$ cat config.mk
export PLATFORM = sky130hd
export DESIGN_NAME = wr_ptr_full_ctrl
export DESIGN_NICKNAME = d
export VERILOG_FILES = /design/src/rtl/wr_ptr_full_ctrl.sv
export SDC_FILE = /design/constraint.sdc
export NUM_CORES = 1
export LEC_CHECK = 0
export CORE_MARGIN = 2
export CORE_UTILIZATION = 47
export CTS_CLUSTER_DIAMETER = 30
export DETAILED_ROUTE_END_ITERATION = 8
export GPL_ROUTABILITY_DRIVEN = 0
export PLACE_DENSITY = 0.86
export SETUP_SLACK_MARGIN = 0.2
export SYNTH_ARGS = -nofsm -noshare
export SYNTH_HDL_FRONTEND = slang
export SYNTH_SLANG_ARGS = --single-unit
$ cat constraint.sdc
create_clock -name wr_clk -period 3.2 [get_ports wr_clk]
set_clock_uncertainty 0.05 [all_clocks]
set_input_delay 0.48 -clock wr_clk [delete_from_list [all_inputs] [get_ports wr_clk]]
set_output_delay 0.48 -clock wr_clk [all_outputs]
set_load 0.1 [all_outputs]
$ cat src/rtl/wr_ptr_full_ctrl.sv
// Write-side pointer/full controller for an async FIFO (write clock domain).
// Optional overflow counter/flag enabled by defining WR_OVERFLOW_CNT_EN.
module wr_ptr_full_ctrl #(
   parameter int ADD_WIDTH = 3,
   parameter int AF_MARGIN = 1
) (
   input  logic                 wr_clk,
   input  logic                 wr_rst,
   input  logic                 wr_en,
   input  logic [ADD_WIDTH:0]   wr_rptr_sync,
   output logic                 wr_accept,
   output logic [ADD_WIDTH-1:0] wr_addr,
   output logic [ADD_WIDTH:0]   wr_ptr_gray,
   output logic                 wr_full,
   output logic                 wr_almost_full,
   output logic [ADD_WIDTH:0]   wr_level
`ifdef WR_OVERFLOW_CNT_EN
   ,
   output logic [7:0]           wr_ovf_cnt,
   output logic                 wr_ovf
`endif
);

   localparam int PW    = ADD_WIDTH + 1;
   localparam int DEPTH = 1 << ADD_WIDTH;
   localparam logic [PW-1:0] AF_LEVEL = PW'(DEPTH - AF_MARGIN);

   logic [PW-1:0]        wbin_q, wbin_d;
   logic [PW-1:0]        gray_q, gray_d;
   logic [ADD_WIDTH-1:0] addr_q;
   logic                 full_q, full_d;
   logic                 af_q, af_d;
   logic [PW-1:0]        level_q, level_d;
   logic [PW-1:0]        rbin;

   function automatic logic [PW-1:0] gray2bin(input logic [PW-1:0] g);
      logic [PW-1:0] b;
      b[PW-1] = g[PW-1];
      for (int i = PW - 2; i >= 0; i--) begin
         b[i] = b[i+1] ^ g[i];
      end
      return b;
   endfunction

   assign wr_accept = wr_en & ~full_q;

   // NOTE: every signal gets a value on every path through always_comb, so no latch can be inferred.
   always_comb begin
      wbin_d  = wbin_q + {{ADD_WIDTH{1'b0}}, wr_accept};
      gray_d  = (wbin_d >> 1) ^ wbin_d;
      rbin    = gray2bin(wr_rptr_sync);
      // Full when write leads read by exactly DEPTH: top two Gray bits inverted, rest equal.
      full_d  = (gray_d == {~wr_rptr_sync[ADD_WIDTH:ADD_WIDTH-1], wr_rptr_sync[ADD_WIDTH-2:0]});
      level_d = wbin_d - rbin;
      af_d    = (level_d >= AF_LEVEL);
   end

   // NOTE: sequential state uses non-blocking assignments so all flops update from pre-edge values.
   always_ff @(posedge wr_clk or negedge wr_rst) begin
      if (!wr_rst) begin
         wbin_q  <= '0;
         gray_q  <= '0;
         addr_q  <= '0;
         full_q  <= 1'b0;
         af_q    <= 1'b0;
         level_q <= '0;
      end else begin
         wbin_q  <= wbin_d;
         gray_q  <= gray_d;
         addr_q  <= wbin_d[ADD_WIDTH-1:0];
         full_q  <= full_d;
         af_q    <= af_d;
         level_q <= level_d;
      end
   end

   assign wr_addr        = addr_q;
   assign wr_ptr_gray    = gray_q;
   assign wr_full        = full_q;
   assign wr_almost_full = af_q;
   assign wr_level       = level_q;

`ifdef WR_OVERFLOW_CNT_EN
   logic [7:0] ovf_cnt_q;
   logic       ovf_q;

   // Counts cycles where the producer pushed into a full FIFO; saturates at 255.
   always_ff @(posedge wr_clk or negedge wr_rst) begin
      if (!wr_rst) begin
         ovf_cnt_q <= '0;
         ovf_q     <= 1'b0;
      end else if (wr_en && full_q) begin
         ovf_q <= 1'b1;
         if (ovf_cnt_q != 8'hFF) begin
            ovf_cnt_q <= ovf_cnt_q + 8'd1;
         end
      end
   end

   assign wr_ovf_cnt = ovf_cnt_q;
   assign wr_ovf     = ovf_q;
`endif

endmodule

# Word-level counts from Yosys, hierarchy flattened
# Cells that the tools add are included.
[totals]
ram_bits = 0
ff_bits = 17
n_memories = 0
elab_cells = 17
mem_bits_ro = 0
output_inout_bits = 14
latchBits = 0
[op_classes]
n_eq_ne = 1
div = 0
n_lt_le_gt_ge = 1
n_reduce_logical = 0
bitwise = 7
shift = 0
mux = 0
n_mul = 0
add_sub_neg = 2
[op_table]
columns = ["cell", "n"]
rows = [
  ["adder 4 x 1 -> 4 bit", 1],
  ["== test 4 bit", 1],
  [">= comparator 4 x 3 -> 1 bit (second input constant)", 1],
  ["subtractor 4 bit", 1],
  ["XOR 3 x 4 -> 4 bit", 1],
  ["XOR 1 bit", 3],
  ["inverter 2 bit", 1],
  ["AND 1 bit", 1],
  ["inverter 1 bit", 1],
]

# Depth between registers and ports, before layout
[depth]
word_depth = 5
depth_mapped = 8
ltp_nobuf = 8

# Worst setup path after synthesis
# OpenSTA, ideal clock, no wires.
[synth_timing]
kind = "register to register"
startpoint = "register full_q, in the netlist wr_full"
endpoint = "register af_q, in the netlist wr_almost_full"
path_buffers = 0
path_stages_with_launch = 9
slack_ps = -866
arrival_ps = 3890
setup_ps = 126
path_cell_list = "dfrtp_1 -> nor2b_1 -> ha_1 -> ha_1 -> ha_1 -> nor2b_1 -> o21ai_0 -> a21oi_1 -> a311o_1"
[synth_via]
elab_chain_len = 5
[synth_lines]
columns = ["element", "line_no", "rtl"]
rows = [
  ["start: declaration", "31", "logic full_q, full_d;"],
  ["start signal: assignment", "71", "full_q <= full_d;"],
  ["inverter 1 bit", "45", "assign wr_accept = wr_en & ~full_q;"],
  ["AND 1 bit", "45", ""],
  ["net wr_accept", "11", "output logic wr_accept,"],
  ["adder 4 x 1 -> 4 bit", "49", "wbin_d = wbin_q + {{ADD_WIDTH{1'b0}}, wr_accept};"],
  ["net wbin_d[1]", "28", "logic [PW-1:0] wbin_q, wbin_d;"],
  ["subtractor 4 bit", "54", "level_d = wbin_d - rbin;"],
  [">= comparator 4 x 3 -> 1 bit", "55", "af_d = (level_d >= AF_LEVEL);"],
  ["net af_d", "32", "logic af_q, af_d;"],
  ["end signal: assignment", "65", "af_q <= 1'b0;"],
  ["end signal: assignment", "72", "af_q <= af_d;"],
  ["end: declaration", "32", ""],
]
# The timed path passes the listed nets, and every way through them passes these cells.

# Worst setup path after layout
[layout_timing]
startpoint = "input wr_rptr_sync[3]"
endpoint = "register af_q, in the netlist wr_almost_full"
[layout_via]
elab_chain_len = 5
[layout_lines]
columns = ["element", "line_no", "rtl"]
rows = [
  ["start: declaration", "10", "input logic [ADD_WIDTH:0] wr_rptr_sync,"],
  ["XOR 1 bit (*)", "40", "b[i] = b[i+1] ^ g[i];"],
  ["XOR 1 bit (2 in a row)", "40", ""],
  ["subtractor 4 bit (*)", "54", ""],
  ["net level_d[2]", "33", "logic [PW-1:0] level_q, level_d;"],
  [">= comparator 4 x 3 -> 1 bit (*)", "55", ""],
  ["net af_d", "32", ""],
]
# Mark *: on every way through the listed nets, which the timed path passes. The rest lies on a longest branch.

==> results_dict.tcl <==
set metrics [dict create \
    cts_tree "yes" \
    vias 416 \
    hold_viol_final 0 \
    synth_warnings 0 \
    fin_crit_ns 2.653 \
    cp_slowest_cell "clkdlybuf4s50_1" \
    cts_hold_buf 0 \
    clock_sinks 13 \
    cts_buffers 3 \
    worstPathMaxFanout 3 \
    synth-seq-cells 13 \
    grt-ovfl-total 0 \
    synth_area_per_cell_um2 12.81 \
    port_buffers 20 \
    post_cts_buffers 0 \
    grt_pass1_wl_um 1559 \
    wl_per_cell_um 11.70 \
    syn_nets 64 \
    h-tree-depth 1 \
    rsz0062_at_grt "false" \
    tightest_slew_ns 0.9630 \
    syn_to_final_growth_pct 34.29 \
    design.die.area_um2 1704 \
    setup_viol 0 \
    ys_seq_area_share_pct 49.81 \
    drc 0 \
    antenna_found_initial 0 \
    cts_resized 0 \
    required_ns 3.31 \
    placed_cell_area_um2 850.8 \
    wirelength_um 1053 \
    initial_utilization_pct 50.19 \
    first_pass_iters 2 \
    first_iter_violations 2 \
    hold_path_class "flip-flop to flip-flop" \
    layout-drive-gt1-share_pct 25.33 \
    arrival_ns 2.76 \
    path_cells "clkdlybuf4s50_1, xnor2_1, xor2_1, xnor2_1, ha_1, fa_1, xnor2_1, a311o_1" \
    critPathMostFrequentCell "xnor2_1" \
    fin_nets 89 \
    setup_ws_ns 0.5474 \
    slew_viol_final 0 \
    drt-vias-per-instance 4.622 \
    critPathCaptureType "flip-flop" \
    status "finished, final reports clean" \
    rows 13 \
    dieWidth_um 41.28 \
    antenna_cells 0 \
    netlist_area_um2 653.1 \
    critPathLaunchType "input port" \
    syn_inst 51 \
    die_h_um 41.28 \
    holdWs_ns 0.4858 \
    final_area_um2 877.1 \
    grt_use_total_pct 15.44 \
    io_pins 21 \
    cpPeakStageDelay_ns 0.49 \
    post-dp-hpwl_um 887.5 \
    cap_violations 0 \
    antenna_left 0 \
    slew_headroom_pct 35.60 \
    pre_cts_ws_ns 0.2338 \
    max_freq_mhz 377.0 \
    critPathKind "input port to flip-flop" \
    coreArea_um2 1301 \
    cts_buffer_depth 2 \
    first_global_vias 340 \
    finalSetupTns_ns 0 \
    cts_root_buf "clkbuf_4" \
    finalCritPeriodShare_pct 82.89 \
    clk_latency_ns 0.27 \
    synthDistinctLibCells 19 \
    path_clk_slew_ns 0.08 \
    grt_max_degree 14 \
]
[metrics by stage]
step | util (%) | instances
2_1_floorplan | - | 51
3_3_place_gp | 65.38 | 86
3_5_place_dp | 65.38 | 86
4_1_cts | 67.40 | 90
5_1_grt | 67.40 | 90
6_report | 67.40 | 90
[layer usage]
layer | wire, µm | GRT usage, % | vias up
met5 | 0 | 0 | -
met4 | 19 | 12.10 | 0
met3 | 39 | 3.261 | 2
met2 | 492 | 21.88 | 11
met1 | 502 | 20.14 | 187
li1 | - | - | 216
[critical path, delay by kind of cell]
family / cells / cell delay, ns
adder cells (fa/ha/maj): 2 / 0.61
XOR/XNOR: 4 / 0.83
buffers and inverters: 1 / 0.49
AO/OA/AOI/OAI: 1 / 0.34
[synth_stat cells]
| library cell | count | area share, % |
|---|---|---|
| xnor3_1 | 1 | 3.4 |
| nand3_1 | 1 | 0.77 |
| ha_1 | 5 | 9.6 |
| xnor2_1 | 7 | 9.4 |
| fa_1 | 1 | 3.1 |
| dfrtp_1 | 13 | 50 |
| a21boi_0 | 1 | 1.1 |
| and3_1 | 1 | 0.96 |
| a211oi_1 | 1 | 1.1 |
| or2_1 | 1 | 0.96 |
| nor2b_1 | 2 | 1.9 |
| xor2_1 | 5 | 6.7 |
| a21oi_1 | 1 | 0.77 |
| o21ai_0 | 1 | 0.77 |
| or3_1 | 1 | 0.96 |
| inv_1 | 6 | 3.4 |
| xor2_2 | 1 | 2.5 |
| a311o_1 | 1 | 1.5 |
| and3_2 | 1 | 1.1 |
[worst paths after layout]
| kind | endpoint | slack [ns] | cells past startpoint | from |
|---|---|---|---|---|
| max | wr_almost_full | 0.55 | 8 | wr_rptr_sync[3] |
| min | wr_ptr_gray[3] | 0.49 | 1 | wr_ptr_gray[3] |
| max reg2reg | wr_almost_full | 0.94 | 8 | wr_full |
| min reg2reg | wr_ptr_gray[3] | 0.49 | 1 | wr_ptr_gray[3] |
| max in group asynchronous | wr_full | 2.18 | 1 | wr_rst |
| min in group asynchronous | wr_addr[0] | 0.52 | 1 | wr_rst |
[cell families (layout without fill, tap and decap cells)]
family,count (synthesis),in the layout,share of synthesized area [%]
xor gates and xnor gates,14,14,22.03
DFF,13,13,49.81
and+or+nand+nor,7,7,6.706
adders and majority gates,6,6,12.64
buffers and inverters,6,30,3.448
AOI/OAI and AO/OA,5,5,5.363
[sequential cells by signal (all words and copies together) (netlist names)]
| name | flops |
|---|---|
| wr_almost_full | 1 |
| wr_ptr_gray | 4 |
| wr_full | 1 |
| wr_level | 4 |
| wbin_q | 1 |
| wr_addr | 2 |
[layout by cell type (no fill, tap or decap), drive strengths merged]
cell type / count
a211oi: 1
a21boi: 1
a21oi: 1
a311o: 1
and3: 2
buf: 12
clkbuf: 4
clkdlybuf4s50: 8
dfrtp: 13
fa: 1
ha: 5
inv: 6
nand3: 1
nor2b: 2
o21ai: 1
or2: 1
or3: 1
xnor2: 7
xnor3: 1
xor2: 6
[layout make-up]
class	instances	area [µm²]
Sequential cell	13	326.6
Tap cell	15	18.77
Clock buffer	4	26.28
Multi-Input combinational cell	32	312.8
Fill cell	107	424.2
Timing Repair Buffer	20	170.2
Inverter	6	22.52
Power is left out: the tool's default activity adds up to more than one toggle a clock period on the data nets, which glitch-free logic cannot reach.
